[config.mk]
export PLATFORM = sky130hd
export DESIGN_NAME = quaternion_result_serializer
export DESIGN_NICKNAME = d
export VERILOG_FILES = /design/src/rtl/quaternion_pkg.sv /design/src/rtl/quaternion_round_sat.sv /design/src/rtl/quaternion_result_serializer.sv
export SDC_FILE = /design/constraint.sdc
export NUM_CORES = 1
export LEC_CHECK = 0
export ABC_CLOCK_PERIOD_IN_PS = 3480
export BUFFER_PORTS_ARGS = -buffer_cell sky130_fd_sc_hd__buf_4
export CORE_UTILIZATION = 35
export CTS_CLUSTER_DIAMETER = 80
export DETAILED_ROUTE_END_ITERATION = 8
export GPL_TIMING_DRIVEN = 0
export PLACE_DENSITY = 0.68
export SLEW_MARGIN = 5
export SYNTH_ARGS = -nofsm -noshare
export SYNTH_HDL_FRONTEND = slang
export SYNTH_SLANG_ARGS = --single-unit
[constraint.sdc]
create_clock -name clk -period 3.48 [get_ports clk]
set_input_delay 0.522 -clock clk [delete_from_list [all_inputs] [get_ports clk]]
set_output_delay 0.522 -clock clk [all_outputs]
set_load 0.005 [all_outputs]
[src/rtl/quaternion_pkg.sv]
// Shared constants and FSM encoding for the quaternion result serializer.
// Imported by the serializer top and its round/saturate helper.
package quaternion_pkg;

  localparam int QUAT_IN_W  = 32;
  localparam int QUAT_OUT_W = 16;
  localparam int QUAT_NCOMP = 4;

  typedef enum logic {
    IDLE = 1'b0,
    SEND = 1'b1
  } state_e;

endpackage

[src/rtl/quaternion_round_sat.sv]
// Rescale one signed component by FRAC_BITS (round half up), then clip to OUT_W.
// Ports: i_q (IN_W signed in), o_value (OUT_W signed out), o_sat (clipped flag).
module quaternion_round_sat #(
  parameter int IN_W      = 32,
  parameter int OUT_W     = 16,
  parameter int FRAC_BITS = 8
) (
  input  logic signed [IN_W-1:0]  i_q,
  output logic signed [OUT_W-1:0] o_value,
  output logic                    o_sat
);

  // One extra bit so the rounding add cannot wrap.
  localparam int EW = IN_W + 1;
  localparam logic signed [EW-1:0] MAXV =
    EW'((64'sd1 <<< (OUT_W - 1)) - 64'sd1);
  localparam logic signed [EW-1:0] MINV = -MAXV - EW'(1);

  logic signed [EW-1:0] w_ext;
  logic signed [EW-1:0] w_t;

  assign w_ext = EW'(i_q);

  generate
    if (FRAC_BITS > 0) begin : g_round
      localparam logic signed [EW-1:0] HALF =
        EW'(64'sd1 <<< (FRAC_BITS - 1));
      assign w_t = (w_ext + HALF) >>> FRAC_BITS;
    end else begin : g_pass
      assign w_t = w_ext;
    end
  endgenerate

  always_comb begin
    o_sat   = 1'b0;
    o_value = w_t[OUT_W-1:0];
    if (w_t > MAXV) begin
      o_value = MAXV[OUT_W-1:0];
      o_sat   = 1'b1;
    end else if (w_t < MINV) begin
      o_value = MINV[OUT_W-1:0];
      o_sat   = 1'b1;
    end
  end

endmodule

[src/rtl/quaternion_result_serializer.sv]
// Capture a converted quaternion and stream it as four valid/ready beats.
// Ports: clk, rst (async low), in_valid/in_ready, q0..q3, out_* beat stream.
module quaternion_result_serializer
  import quaternion_pkg::*;
#(
  parameter int IN_W      = QUAT_IN_W,
  parameter int OUT_W     = QUAT_OUT_W,
  parameter int FRAC_BITS = 8
) (
  input  logic                    clk,
  input  logic                    rst,
  input  logic                    in_valid,
  output logic                    in_ready,
  input  logic signed [IN_W-1:0]  q0,
  input  logic signed [IN_W-1:0]  q1,
  input  logic signed [IN_W-1:0]  q2,
  input  logic signed [IN_W-1:0]  q3,
  output logic                    out_valid,
  input  logic                    out_ready,
  output logic signed [OUT_W-1:0] out_data,
  output logic [1:0]              out_idx,
  output logic                    out_last,
  output logic                    out_sat
);

  state_e                  r_state;
  logic [1:0]              r_cnt;
  logic [OUT_W:0]          r_res [QUAT_NCOMP];
  logic signed [OUT_W-1:0] r_data;
  logic                    r_last;
  logic                    r_sat;

  logic signed [IN_W-1:0]  w_q   [QUAT_NCOMP];
  logic signed [OUT_W-1:0] w_val [QUAT_NCOMP];
  logic [QUAT_NCOMP-1:0]   w_sat;
  logic                    w_end;
  logic                    w_fire;
  logic                    w_accept;
  logic [1:0]              w_nxt;

  assign w_q[0] = q0;
  assign w_q[1] = q1;
  assign w_q[2] = q2;
  assign w_q[3] = q3;

  generate
    for (genvar g = 0; g < QUAT_NCOMP; g++) begin : g_conv
      quaternion_round_sat #(
        .IN_W      (IN_W),
        .OUT_W     (OUT_W),
        .FRAC_BITS (FRAC_BITS)
      ) u_rs (
        .i_q     (w_q[g]),
        .o_value (w_val[g]),
        .o_sat   (w_sat[g])
      );
    end
  endgenerate

  assign out_valid = (r_state == SEND);
  assign out_data  = r_data;
  assign out_idx   = r_cnt;
  assign out_last  = r_last;
  assign out_sat   = r_sat;

  assign w_end    = (r_cnt == 2'd3);
  assign w_fire   = out_valid & out_ready;
  // Last beat leaving frees the slot in the same cycle.
  assign in_ready = (r_state == IDLE) | (out_ready & w_end);
  assign w_accept = in_valid & in_ready;
  assign w_nxt    = r_cnt + 2'd1;

  always_ff @(posedge clk or negedge rst) begin
    if (!rst) begin
      r_state <= IDLE;
      r_cnt   <= 2'd0;
      r_data  <= '0;
      r_last  <= 1'b0;
      r_sat   <= 1'b0;
      for (int i = 0; i < QUAT_NCOMP; i++) begin
        r_res[i] <= '0;
      end
    end else if (w_accept) begin
      r_state <= SEND;
      r_cnt   <= 2'd0;
      r_data  <= w_val[0];
      r_sat   <= w_sat[0];
      r_last  <= 1'b0;
      for (int i = 0; i < QUAT_NCOMP; i++) begin
        r_res[i] <= {w_sat[i], w_val[i]};
      end
    end else if (w_fire) begin
      if (w_end) begin
        r_state <= IDLE;
      end else begin
        r_cnt  <= w_nxt;
        r_data <= r_res[w_nxt][OUT_W-1:0];
        r_sat  <= r_res[w_nxt][OUT_W];
        r_last <= (w_nxt == 2'd3);
      end
    end
  end

endmodule

---- After elaboration in Yosys (flattened, before gate mapping) ----
Cells that the tools add are included.
word-level totals
  register bits after elaboration ......... 89
  input bits .............................. 132
  word-level logic and storage cells ...... 70
cells by class
  add/sub/neg operators ................... 5
  order comparisons ....................... 9
  eq/ne operators ......................... 3
  muxes and demuxes ....................... 34
  bitwise logic cells ..................... 6
  reduce and logical (&&, ||, !) cells .... 4
operators with widths
  operator                                                                  count
  16-bit 2-to-1 mux                                                         11
  32-bit by 9-bit adder with 33-bit output (second input constant)          4
  25-bit by 16-bit > comparator with 1-bit output (second input constant)   4
  25-bit by 16-bit < comparator with 1-bit output (second input constant)   4
  17-bit binary-select mux with 2-bit select                                1
  17-bit 2-to-1 mux                                                         2
  1-bit 2-to-1 mux                                                          17
  2-bit 2-to-1 mux                                                          3
  2-bit equality test (second input constant)                               2
  2-bit AND reduction                                                       2
  2-bit nonzero test                                                        2
  1-bit AND                                                                 3
  3-bit greater-or-equal comparator (second input constant)                 1
  2-bit NOT with 3-bit output                                               1
  2-bit by 1-bit adder with 2-bit output (second input constant)            1
  2-bit by 1-bit inequality test with 1-bit output (second input constant)  1
  1-bit NOT                                                                 1
  1-bit bitwise OR                                                          1

---- Longest topological paths before layout ----
Gate-level depths: netlist (run 1).
  word-level depth ........................ 8
  mapped depth ............................ 10

---- Modules after synthesis ----
A second synthesis (run 1) with hierarchy kept.
second synthesis, totals
  cells, all modules ...................... 784
  area, all modules ....................... 7307.0 um2
modules (own cells, without submodules)
  module                        times used  cells each  area an instance (um2)
  quaternion_result_serializer  1           248         3958.8
  quaternion_round_sat          4           134         837.1

---- Worst setup path before layout (run 1) ----
OpenSTA, ideal clock, no wires.
  kind .................................... input port to flip-flop
  from .................................... input q1[17]
  to ...................................... register r_res[39] in the netlist's numbering
  setup time .............................. 137 ps
  arrival time ............................ 2687 ps
  required time ........................... 3343 ps
  slack ................................... 656 ps
  stages on the path ...................... 8
  path buffers ............................ 1
  cell sequence ........................... nand2_1 > or4_1 > nor3_1 > xor2_1 > or4_1 > o21ai_1 > clkbuf_1 > a21oi_1
between the ends
  word-level cells in the longest chain between the ends .. 4
RTL lines
  element                                          line                                RTL
  from (decl)                                      quaternion_result_serializer.sv:15  input logic signed [IN_W-1:0] q1,
  32-bit by 9-bit adder with 33-bit output (*)     quaternion_round_sat.sv:28          assign w_t = (w_ext + HALF) >>> FRAC_BITS;
  25-bit by 16-bit < comparator with 1-bit output  quaternion_round_sat.sv:40          end else if (w_t < MINV) begin
  16-bit 2-to-1 mux                                quaternion_round_sat.sv:40
  16-bit 2-to-1 mux (*)                            quaternion_round_sat.sv:37          if (w_t > MAXV) begin
  to (signal, indexed assignment)                  quaternion_result_serializer.sv:90  r_res[i] <= {w_sat[i], w_val[i]};
  to (decl)                                        quaternion_result_serializer.sv:28  logic [OUT_W:0] r_res [QUAT_NCOMP];
Mark *: on every way between the ends. The rest lies on a longest branch, timed or not.
A chain may end at the register's enable or synchronous reset.

---- Worst setup path in the final report (run 1) ----
  from .................................... register r_cnt[0] (netlist: out_idx[0])
  to ...................................... register r_data[7] (netlist: out_data[7])
between the ends
  word-level cells in the longest chain between the ends .. 8
RTL lines
  element                                            line                                RTL
  from (decl)                                        quaternion_result_serializer.sv:27  logic [1:0] r_cnt;
  from (signal assigned)                             quaternion_result_serializer.sv:96  r_cnt <= w_nxt;
  2-bit by 1-bit adder with 2-bit output             quaternion_result_serializer.sv:71  assign w_nxt = r_cnt + 2'd1;
  2-bit NOT with 3-bit output (not written as such)  quaternion_result_serializer.sv:97  r_data <= r_res[w_nxt][OUT_W-1:0];
  17-bit binary-select mux with 2-bit select         quaternion_result_serializer.sv:97
  17-bit 2-to-1 mux (2 in series)                    --
  16-bit 2-to-1 mux                                  quaternion_result_serializer.sv:93  if (w_end) begin
  16-bit 2-to-1 mux                                  quaternion_result_serializer.sv:92  end else if (w_fire) begin
  16-bit 2-to-1 mux                                  quaternion_result_serializer.sv:83  end else if (w_accept) begin
  to (signal assigned)                               quaternion_result_serializer.sv:86  r_data <= w_val[0];
  to (signal assigned)                               quaternion_result_serializer.sv:97
  to (decl)                                          quaternion_result_serializer.sv:29  logic signed [OUT_W-1:0] r_data;
Several ways; a longest one is shown, not always the timed one. The select of a mux whose other input is x is not followed.

==> results of run 1 <==
sequential cells by signal (all words and copies together), names as in the netlist:
| register | flops |
|---|---|
| out_idx | 2 |
| out_data | 16 |
| r_res | 68 |
| out_last | 1 |
| out_sat | 1 |
| out_valid | 1 |
through the flow:
step                total power [uW]  setup WS [ps]  hold WS, ps
global placement                3835          142.2        458.3
global route                    5207          129.5        413.4
CTS                             4887          351.1        391.6
floorplan                       3075          656.3        226.4
finish                          4885          321.9        371.4
detailed placement              3896          158.5        470.2
layout by cell type, fill, tap and decap left out, drive strengths merged, types with 19 or more instances in the layout:
cell    synthesis  final
a21oi          46     46
clkbuf         29     40
nand3          92     92
xnor2          44     44
xor2           22     22
nor3           20     20
nand2          97     97
buf             6    131
a22oi          33     33
o21ai          19     19
dfrtp          89     89
nor2           71     71
power groups by stage:
stage               sequential (uW)  combinational, uW  clock, uW
floorplan                      1750               1320          0
global placement               1920               1920          0
detailed placement             1930               1970          0
CTS                            1920               1980        989
global route                   1970               2190       1040
finish                         1930               1980        978
worst max-delay path by stage:
stage	to	start	slack, ps	cells after the start
2_1_floorplan	r_res[39]	q1[17]	660	8
3_3_place_gp	r_res[48]	q1[16]	140	9
3_5_place_dp	r_res[41]	q1[7]	160	10
4_1_cts	out_data[7]	out_idx[0]	350	8
5_1_grt	out_data[6]	out_idx[0]	130	8
6_report	out_data[7]	out_idx[0]	320	8
logic make-up after synthesis:
group           count (synthesis)  share of synthesized area [%]
simple gates                  366                          28.60
compound gates                142                          15.23
flops                          89                          35.63
xor+xnor                       66                          9.247
buf+inv                        47                          2.982
mux                            23                          7.106
fa+ha+maj                       6                          1.201
layout make-up:
| cell class | count | area [um^2] |
|---|---|---|
| Buffer | 35 | 141.4 |
| Clock buffer | 11 | 232.7 |
| Clock inverter | 5 | 65.06 |
| Fill cell | 1666 | 9588 |
| Inverter | 12 | 45.04 |
| Multi-Input combinational cell | 603 | 3837 |
| Sequential cell | 89 | 2227 |
| Tap cell | 225 | 281.5 |
| Timing Repair Buffer | 125 | 938.4 |
per-layer routing:
metal	vias to the layer above	GRT usage (%)
met3	33	3.105
met1	2915	29.12
li1	2993	-
met5	-	0
met2	267	33.33
met4	0	7.990
==> qor_table.md, run 1 <==
| Parameter | Value |
|---|---|
| Outcome | completed |
| Number of buffers added by the clock tree synthesis step | 9 |
| Number of antenna cells inserted | 0 |
| Post_cts resized | 0 |
| Buffers inserted during post-CTS setup optimization | 0 |
| Share of flip-flops with an asynchronous set or reset | 100.0% |
| Cell with the most instances on the worst path | clkbuf_1 |
| Via count of the routed design | 6208 |
| Crit path required time | 3690 ps |
| Layout cells sized above 1 | 19.32% |
| Met3 wire length | 1391 um |
| Area of the placeable core | 17360 um^2 |
| Peak supply drop | 367.7 uV |
| Number of unique standard cell types used by synthesis | 57 |
| Number of nets in the synthesized netlist | 877 |
| Worst EP arrival | 3370 ps |
| Clock network power share | 20.0% |
| Proportion of synthesized chip area in sequential cells | 35.63% |
| Largest driver fanout on the critical path | 10 |
| First-pass GRT wire length | 30230 um |
| Clock-pin slew reported for the worst setup and hold paths after clock tree synthesis | 60 ps |
| Total length of routed wires | 18910 um |
| Overall global routing resource usage | 21.14% |
| Length of routed met2 wiring | 8654 um |
| Number of max-cap violations | 0 |
| Tightest slew margin relative to the limit | 24.07% |
| Top flip-flop cell by instance count after synthesis | dfrtp_1 |
| Critical R2R Capture | out_data[7] |
| Relative contribution of sequential cells to total power | 39.5% |
| Slew Viols, Final | 0 |
| Top Ports | 154 |
| Final std cell area, no fill | 7769 um^2 |
| Average cell area after synthesis | 8.459 um^2 |
| Synthesis warning total | 0 |
| Critical path, cell by cell | clkbuf_1, inv_1, ha_1, clkbuf_1, clkbuf_1, mux4_2, a22oi_1, nand3_1 |
| Biggest area consumer among synthesized cells | dfrtp_1 |
| Buf+Inv Stages, Crit Path | 4 |
| Placer Congestion | 0.9052 |
| Critical Path Sink Type | flip-flop |
| Post-synth EDFFs | 0 |
| Combinational cell fraction of total power | 40.4% |
| Power density over cell area | 628.8 nW/um^2 |
| Die outline width | 135.6 um |
| Post-synth design cell area | 6251 um^2 |
| Switching power as a share of total power | 35.75% |
| Largest delay contributor family on the critical path | buffers and inverters |
| Area growth from synthesis to final layout | 24.28% |
| Switching component of the power | 1747 uW |
| Transition time of the tightest slew-check pin | 1139 ps |
| Area of the die | 18400 um^2 |
| Internal cell power | 3138 uW |
| Count of nets after finishing | 1013 |
| Fin. Hold Viols | 0 |
| Cell count after synthesis | 739 |
| Category of the worst setup path launch point | flip-flop |
| Final ANT Viol Nets | 0 |
| CTS Root Cell | clkbuf_16 |
| Router iterations before antenna repair | 5 |
| Most common library cells after synthesis | nand2_1, nand3_1, dfrtp_1 |
| Clock sink total | 89 |
| Maximum level of the CTS H-tree | 3 |
| Number of antenna violations at the first check in global routing | 0 |
| Final setup skew | 6.357 ps |
| Flops & latches, synth | 89 |
| Number of vias per cell after detailed routing | 5.618 |
| Num rows | 48 |
| Register-to-Register Path Depth | 8 |
| Starting Density | 36.01% |
| Port Buffers | 125 |
| Yosys top cell area share | 35.63% |
| Post-layout instance count excluding filler cells | 1105 |
| Shortest period the worst path allows | 3158 ps |
| Synth top area cells | dfrtp_1, nand3_1, xnor2_1, mux4_2, nand2_1 |
| Largest net degree at the start of global routing | 90 |
| Tightest Hold Check Type | in -> async |
| Path type of the worst setup path | reg -> reg |
| CTS Hold Buffers Added | 0 |
| Final cycle utilization of the critical path | 90.75% |
| Peak Freq | 0.3167 GHz |
| Routed WL per cell | 17.11 um |
| Slack of the worst reg-to-reg path | 320 ps |
| Congestion Overflow GR | 0 |
| Clock Tree Buf Depth | 2 |
| Worst-path cell with the longest stage delay | clkbuf_1 |
| Number of placed instances with taps included | 1089 |
| Setup-violating endpoint count in the final report | 0 |
| Critical R2R Launch | out_idx[0] |
| Most common cell in the synthesized netlist | nand2_1 |
| Floorplan die height | 135.6 um |
| Initial DRC count | 539 |
| Vias in the first global route | 5808 |
| Clock tree from TritonCTS | yes |
| DR top layer | met4 |
| Wl on met1 | 8292 um |
| Static leakage | 0.003168 uW |
| Half-perimeter wire length of the detailed placement result | 14840 um |
| Core Util, Final | 44.76% |
| Total negative setup slack | 0 ps |
| Post-route DRC | 0 |
| Delay of the slowest cell on the worst path | 550 ps |
| Setup repair after global routing missed its margin | no |
| Placed Area | 7471 um^2 |
| Clock insertion delay at the later pin of the skew report | 340 ps |
No activity file was read; power rests on OpenSTA's default activity.
==> run 2: changes to the inputs <==
--- a/config.mk
+++ b/config.mk
@@ -11,8 +11,9 @@
 export CTS_CLUSTER_DIAMETER = 80
 export DETAILED_ROUTE_END_ITERATION = 8
 export GPL_TIMING_DRIVEN = 0
-export PLACE_DENSITY = 0.68
+export PLACE_DENSITY = 0.67
 export SLEW_MARGIN = 5
 export SYNTH_ARGS = -nofsm -noshare
 export SYNTH_HDL_FRONTEND = slang
+export SYNTH_HIERARCHICAL = 1
 export SYNTH_SLANG_ARGS = --single-unit
==> run 2 against run 1 <==
Routed wire length rose by 2.3%. Largest power group unchanged. Combinational power rose by 2%. Non-clock buffer count fell by 7.
==> qor_table.md, run 2 <==
| Parameter | Value | Delta |
|---|---|---|
| GR met3 Demand/Resource | 2.656% | was 3.105% |
| Yosys top cell area share | 30.48% | was 35.63% |
| Area of the die | 21460 um^2 | was 18400 um^2 |
| Register-to-Register Path Depth | 8 | unchanged |
| Proportion of synthesized chip area in sequential cells | 30.48% | was 35.63% |
| Die outline width | 146.5 um | was 135.6 um |
| Congestion Overflow GR | 0 | unchanged |
| Number of buffers added by the clock tree synthesis step | 9 | unchanged |
| Power density over cell area | 555.8 nW/um^2 | was 628.8 nW/um^2 |
| Slew Viols, Final | 0 | unchanged |
| Final ANT Viol Nets | 0 | unchanged |
| Tightest Hold Check Type | in -> async | unchanged |
| Tightest slew margin relative to the limit | 27.04% | was 24.07% |
| Crit path required time | 3700 ps | was 3690 ps |
| Met1 routing resource usage after global routing | 25.73% | was 29.12% |
| Number of antenna cells inserted | 0 | unchanged |
| Switching power as a share of total power | 31.50% | was 35.75% |
| Vias in the first global route | 6085 | was 5808 |
| Outcome | completed | unchanged |
| Flops & latches, synth | 89 | unchanged |
| Final setup skew | 9.794 ps | was 6.357 ps |
| Buffers inserted during post-CTS setup optimization | 0 | unchanged |
| Clock tree from TritonCTS | yes | unchanged |
| Post-route DRC | 0 | unchanged |
| Main combinational cell family by area after synthesis | simple AND/OR/NAND/NOR gates | unchanged |
| Setup Slack @ Placement | 206.1 ps | was 158.5 ps |
| Starting Density | 35.88% | was 36.01% |
| Half-perimeter wire length of the detailed placement result | 15500 um | was 14840 um |
| Static leakage | 0.003652 uW | was 0.003168 uW |
| Worst EP arrival | 3150 ps | was 3370 ps |
| Layout cells sized above 1 | 27.83% | was 19.32% |
| GRT Max-Usage Layer | met2 | unchanged |
| Area growth from synthesis to final layout | 21.32% | was 24.28% |
| Placer Congestion | 0.8943 | was 0.9052 |
| Final cycle utilization of the critical path | 84.12% | was 90.75% |
| Post-synth design cell area | 7307 um^2 | was 6251 um^2 |
| Xor/xnor share of the synthesized area | 7.671% | was 9.247% |
| Multiplexer share of the synthesized area | 14.45% | was 7.106% |
| Most common library cells after synthesis | dfrtp_1, nor3_1, nor2_1 | was nand2_1, nand3_1, dfrtp_1 |
| Total length of routed wires | 19350 um | was 18910 um |
| Post_cts resized | 0 | unchanged |
| Relative contribution of sequential cells to total power | 38.3% | was 39.5% |
| Num rows | 52 | was 48 |
| Number of unique standard cell types used by synthesis | 57 | unchanged |
| Initial DRC count | 384 | was 539 |
| Top flip-flop cell by instance count after synthesis | dfrtp_1 | unchanged |
| Total negative setup slack | 0 ps | unchanged |
| Clock-pin slew reported for the worst setup and hold paths after clock tree synthesis | 60 ps | about the same |
| Peak Freq | 0.3416 GHz | was 0.3167 GHz |
| Number of nets in the synthesized netlist | 922 | was 877 |
| Switching component of the power | 1552 uW | was 1747 uW |
| First-pass GRT wire length | 31670 um | was 30230 um |
| Maximum level of the CTS H-tree | 3 | unchanged |
| Share of the synthesized area in compound gates (AO/OA/AOI/OAI) | 14.54% | was 15.23% |
| Most common cell after layout, fill and taps aside | buf_4 | unchanged |
| # fillers | 1970 | was 1666 |
| Total Power | 4927 uW | was 4885 uW |
| Path type of the worst setup path | in -> reg | was reg -> reg |
| Global-route track usage on met2 | 29.33% | was 33.33% |
| Post-synth EDFFs | 0 | unchanged |
| Largest net degree at the start of global routing | 90 | unchanged |
| Largest driver fanout on the critical path | 10 | unchanged |
| Most common cell in the synthesized netlist | dfrtp_1 | was nand2_1 |
| Routed WL per cell | 16.26 um | was 17.11 um |
| Setup repair after global routing missed its margin | no | unchanged |
| CTS Root Cell | clkbuf_16 | unchanged |
| Cell count after synthesis | 784 | was 739 |
| Overall global routing resource usage | 18.17% | was 21.14% |
| Area of the placeable core | 20360 um^2 | was 17360 um^2 |
| Number of antenna violations at the first check in global routing | 0 | unchanged |
| Adder-Cell Fraction of Synth Area | 1.027% | was 1.201% |
| Biggest area consumer among synthesized cells | dfrtp_1 | unchanged |
| Clock network power share | 20.6% | was 20.0% |
| Category of the worst setup path launch point | input pin | was flip-flop |
| Router iterations before antenna repair | 5 | unchanged |
| Clock Tree Buf Depth | 2 | unchanged |
| Commonest non-fill, non-tap cells in the layout | buf_4, dfrtp_1, nor3_1 | was buf_4, nand2_1, nand3_1 |
| CTS Hold Buffers Added | 0 | unchanged |
| Transition time of the tightest slew-check pin | 1094 ps | was 1139 ps |
| Count of nets after finishing | 1054 | was 1013 |
| Floorplan die height | 146.5 um | was 135.6 um |
| Number of vias per cell after detailed routing | 5.509 | was 5.618 |
| Internal cell power | 3375 uW | was 3138 uW |
| Average cell area after synthesis | 9.320 um^2 | was 8.459 um^2 |
| Synth top area cells | dfrtp_1, mux2_2, nor3_1, xnor2_1, mux4_1 | was dfrtp_1, nand3_1, xnor2_1, mux4_2, nand2_1 |
| Area share of and/or/nand/nor cells after synthesis | 27.62% | was 28.60% |
| Via count of the routed design | 6556 | was 6208 |
| Peak supply drop | 348.7 uV | was 367.7 uV |
| Setup-violating endpoint count in the final report | 0 | unchanged |
| Synthesis warning total | 6 | was 0 |
| Shortest period the worst path allows | 2927 ps | was 3158 ps |
| Largest Register | r_res | unchanged |
| Critical Path Sink Type | flip-flop | unchanged |
| Combinational cell fraction of total power | 41.1% | was 40.4% |
| Port Buffers | 121 | was 125 |
| Worst path setup slack after routing | 552.7 ps | was 321.9 ps |
| Number of max-cap violations | 0 | unchanged |
| Core Util, Final | 43.53% | was 44.76% |
| Flip-flop count of the largest register, all copies and words added | 68 | unchanged |
| Fin. Hold Viols | 0 | unchanged |
| Clock sink total | 89 | unchanged |
| Share of flip-flops with an asynchronous set or reset | 100.0% | unchanged |
| Clock insertion delay at the later pin of the skew report | 340 ps | about the same |
| Top Ports | 154 | unchanged |
[run 2: cell types whose count changed in the layout (fill, tap and decap cells not counted), sizes merged, moves of 16 or more]
cell / delta
a21oi: -38
a221o: +16
a22oi: -33
mux2: +51
nand2: -44
nand3: -40
nor3: +60
[run 2: worst paths after layout]
check | from | to | slack (ps)
min in group clk | r_res[60] | r_res[60] | 480
worst min register to register | r_res[60] | r_res[60] | 480
worst max-delay path | q0[7] | out_data[4] | 550
worst max register to register | out_idx[0] | out_data[13] | 1230
worst min-delay path | rst | out_last | 400
max in group asynchronous | rst | r_res[8] | 2390
[run 2: layout make-up]
class	instances	area, um^2	area share (%)
well taps	270	337.8	3.811
clock buffers	12	246.5	2.781
flip-flops and latches	89	2227	25.12
multi-input cells	644	4772	53.83
inverters	19	71.32	0.8045
repair buffers	121	908.4	10.25
plain buffers	32	236.5	2.668
clock inverters	3	65.06	0.7339
[run 2: cells by family after synthesis]
family | Yosys count
adders and majority gates | 6
DFF | 89
muxes | 74
xor gates and xnor gates | 64
buffers and inverters | 51
AOI/OAI and AO/OA | 134
and+or+nand+nor | 366
[run 2: worst max-delay path: stages]
cell     delay [ps]
buf_4            80
ha_1            260
nand4_1         190
nor4_1          520
mux2i_1         250
o22ai_1         280
o21ai_1         400
o21ai_0         160
and3_1          220
a221o_1         260
[run 2: metal layers]
layer / share of wire [%] / wire length (um)
met5: 0 / 0
met4: 0.83 / 161
met3: 4.9 / 939
met2: 46 / 8948
met1: 48 / 9295
[run 2: metrics by stage]
stage / hold slack (ps) / instance area [um^2] / std cells
2_1_floorplan: 226.4 / 7307 / 784
5_1_grt: 482.3 / 8865 / 1190
6_report: 396.9 / 8865 / 1190
4_1_cts: 436.2 / 8865 / 1190
3_3_place_gp: 455.5 / 8553 / 1175
3_5_place_dp: 459.7 / 8553 / 1175
[run 2: power groups by stage]
stage	clock (uW)	combinational, uW	sequential, uW
finish	1020	2020	1890
global route	1090	2200	1930
CTS	1040	2040	1880
detailed placement	0	2030	1900
global placement	0	2000	1880
floorplan	0	1440	1710
==> run 3: changes to the inputs <==
--- a/config.mk
+++ b/config.mk
@@ -5,13 +5,13 @@
 export SDC_FILE = /design/constraint.sdc
 export NUM_CORES = 1
 export LEC_CHECK = 0
-export ABC_CLOCK_PERIOD_IN_PS = 3480
+export ABC_CLOCK_PERIOD_IN_PS = 2500
 export BUFFER_PORTS_ARGS = -buffer_cell sky130_fd_sc_hd__buf_4
 export CORE_UTILIZATION = 35
 export CTS_CLUSTER_DIAMETER = 80
 export DETAILED_ROUTE_END_ITERATION = 8
 export GPL_TIMING_DRIVEN = 0
-export PLACE_DENSITY = 0.67
+export PLACE_DENSITY = 0.69
 export SLEW_MARGIN = 5
 export SYNTH_ARGS = -nofsm -noshare
 export SYNTH_HDL_FRONTEND = slang
==> constraint.sdc (replaced) <==
create_clock -name clk -period 2.5 [get_ports clk]
set_input_delay 0.375 -clock clk [delete_from_list [all_inputs] [get_ports clk]]
set_output_delay 0.375 -clock clk [all_outputs]
set_load 0.005 [all_outputs]
==> run 3 against run 2 <==
Power rose by 43%. Cell area grew 4.4%. Critical path depth did not move. Sequential share of layout area is 1.1 points lower. Routed wire length up 5.1%. Non-clock buffer count grew 16. Clock skew is 2.7 ps lower. Cell count is 1.4% higher. First-iteration DRC count down 15%. Flip-flop and latch count is the same. Critical path type unchanged.
==> qor_table.md, run 3 (synthesis results as in run 2) <==
| Parameter | Value | Delta |
|---|---|---|
| Path type of the worst setup path | in -> reg | unchanged |
| FF/Latch Area | 2227 um^2 | unchanged |
| Critical path, cell by cell | buf_4, nand4_4, or2_4, or4_4, a2111oi_4, a21oi_2, buf_6, nor3_1, and3_1, a221o_1 | was buf_4, ha_1, nand4_1, nor4_1, mux2i_1, o22ai_1, o21ai_1, o21ai_0, and3_1, a221o_1 |
| Transition time of the tightest slew-check pin | 1098 ps | was 1094 ps |
| Congestion Overflow GR | 0 | unchanged |
| Worst setup path startpoint | q0[19] | was q0[7] |
| Number of antenna violations at the first check in global routing | 0 | unchanged |
| Static leakage | 0.003881 uW | was 0.003652 uW |
| # fillers | 1924 | was 1970 |
| Half-perimeter wire length of the detailed placement result | 15540 um | was 15500 um |
| Count of nets after finishing | 1071 | was 1054 |
| Via count of the routed design | 6668 | was 6556 |
| Most common cell after layout, fill and taps aside | buf_4 | unchanged |
| CTS Root Cell | clkbuf_16 | unchanged |
| Starting Density | 35.88% | unchanged |
| Worst EP arrival | 2740 ps | was 3150 ps |
| Final ANT Viol Nets | 0 | unchanged |
| Stages on the worst setup path | 10 | unchanged |
| Crit path required time | 2770 ps | was 3700 ps |
| Number of antenna cells inserted | 0 | unchanged |
| Floorplan die height | 146.5 um | unchanged |
| Num rows | 52 | unchanged |
| Flip-flop count of the largest register, all copies and words added | 68 | unchanged |
| Area of the die | 21460 um^2 | unchanged |
| Largest net degree at the start of global routing | 90 | unchanged |
| Worst path setup slack after routing | 31.18 ps | was 552.7 ps |
| Maximum level of the CTS H-tree | 3 | unchanged |
| Critical R2R Launch | out_idx[0] | unchanged |
| Port Buffers | 121 | unchanged |
| Clock-pin slew reported for the worst setup and hold paths after clock tree synthesis | 60 ps | about the same |
| Overall global routing resource usage | 18.62% | was 18.17% |
| Number of max-cap violations | 0 | unchanged |
| Area of the placeable core | 20360 um^2 | unchanged |
| Setup Slack @ Placement | -647.7 ps | was 206.1 ps |
| Top Ports | 154 | unchanged |
| Shortest period the worst path allows | 2469 ps |  |
| Slack of the worst reg-to-reg path | 220 ps | was 1230 ps |
| Setup crit end | out_data[3] | was out_data[4] |
| Routed WL per cell | 16.85 um | was 16.26 um |
| Peak supply drop | 534.9 uV | was 348.7 uV |
| Slew Viols, Final | 0 | unchanged |
| Die outline width | 146.5 um | unchanged |
| Vias in the first global route | 6189 | was 6085 |
| Final setup skew | 7.137 ps | was 9.794 ps |
| Fin. Hold Viols | 0 | unchanged |
| Number of placed instances with taps included | 1175 | unchanged |
| Largest driver fanout on the critical path | 10 | unchanged |
| Clock sink total | 89 | unchanged |
| Clock insertion delay at the later pin of the skew report | 340 ps | about the same |
| Total Power | 7044 uW | was 4927 uW |
| Power density over cell area | 761.0 nW/um^2 | was 555.8 nW/um^2 |
| Area growth from synthesis to final layout | 26.66% | was 21.32% |
| Total negative setup slack | 0 ps | unchanged |
| Largest Register | r_res | unchanged |
| Tightest slew margin relative to the limit | 26.77% | was 27.04% |
| Buf+Inv Stages, Crit Path | 2 | was 1 |
| Placer Congestion | 0.8582 | was 0.8943 |
| Total length of routed wires | 20340 um | was 19350 um |
| Critical Path Sink Type | flip-flop | unchanged |
| Final cycle utilization of the critical path | 98.75% |  |
| Critical R2R Capture | out_data[13] | unchanged |
| Setup repair after global routing missed its margin | yes | was no |
| Delay of the slowest cell on the worst path | 540 ps | was 520 ps |
| Core Util, Final | 45.45% | was 43.53% |
| Post-layout instance count excluding filler cells | 1207 | was 1190 |
| Largest delay contributor family on the critical path | simple AND/OR/NAND/NOR gates | was compound AO/OA/AOI/OAI gates |
| Router iterations before antenna repair | 5 | unchanged |
| Number of buffers added by the clock tree synthesis step | 9 | unchanged |
| First-pass GRT wire length | 32400 um | was 31670 um |
| Commonest non-fill, non-tap cells in the layout | buf_4, dfrtp_1, nor3_1 | unchanged |
| Post-route DRC | 0 | unchanged |
| Outcome | completed | unchanged |
| Register-to-Register Path Depth | 8 | unchanged |
| Peak Freq | 0.4051 GHz |  |
| Clock Tree Buf Depth | 2 | unchanged |
| Worst-path cell with the longest stage delay | or4_4 | was nor4_1 |
| Tightest Hold Check Type | in -> async | unchanged |
| Category of the worst setup path launch point | input pin | unchanged |
| Initial DRC count | 325 | was 384 |
| Number of vias per cell after detailed routing | 5.524 | was 5.509 |
| Setup-violating endpoint count in the final report | 0 | unchanged |
| Layout cells sized above 1 | 33.62% | was 27.83% |
| Clock tree from TritonCTS | yes | unchanged |
| Total area of multi-input combinational cells | 4994 um^2 | was 4772 um^2 |
run 3: repair_timing:
item | CTS | global route
resized for setup | 13 | 37
gates cloned | 0 | 1
hold buffers | 0 | 0
setup buffers | 6 | 13
pin swaps | 5 | 21
endpoints found under the setup margin | 72 | 70
run 3: area by class of cell:
class / instances / share of cell area (%)
plain buffers: 29 / 2.501
repair buffers: 140 / 11.36
flip-flops and latches: 89 / 24.06
clock buffers: 10 / 2.582
multi-input cells: 645 / 53.95
clock inverters: 5 / 1.122
inverters: 19 / 0.7706
well taps: 270 / 3.650
run 3: worst min path at each step:
stage	startpoint	endpoint	slack, ps
floorplan	rst	out_data[0]	80
global placement	r_res[60]	r_res[60]	460
detailed placement	r_res[51]	r_res[51]	460
CTS	rst	out_idx[0]	260
global route	rst	out_idx[1]	330
finish	rst	out_idx[1]	230
run 3: power by group:
group / internal (uW) / switching [uW] / leakage [uW] / total (uW)
sequential: 2110 / 519 / 0.00107 / 2630
combinational: 1700 / 1170 / 0.00264 / 2880
clock: 998 / 534 / 0.000169 / 1530
run 3: metal layers:
layer | part of all wire (%) | GRT usage, %
met2 | 47 | 30.48
met1 | 47 | 25.80
met3 | 4.8 | 2.875
met4 | 1.4 | 4.167
met5 | 0 | 0
run 3: stage by stage:
step,hold WS (ps),area (um^2)
4_1_cts,262.7,9007
3_3_place_gp,455.9,8562
6_report,227.5,9255
2_1_floorplan,79.41,7316
5_1_grt,328.1,9255
3_5_place_dp,459.7,8562
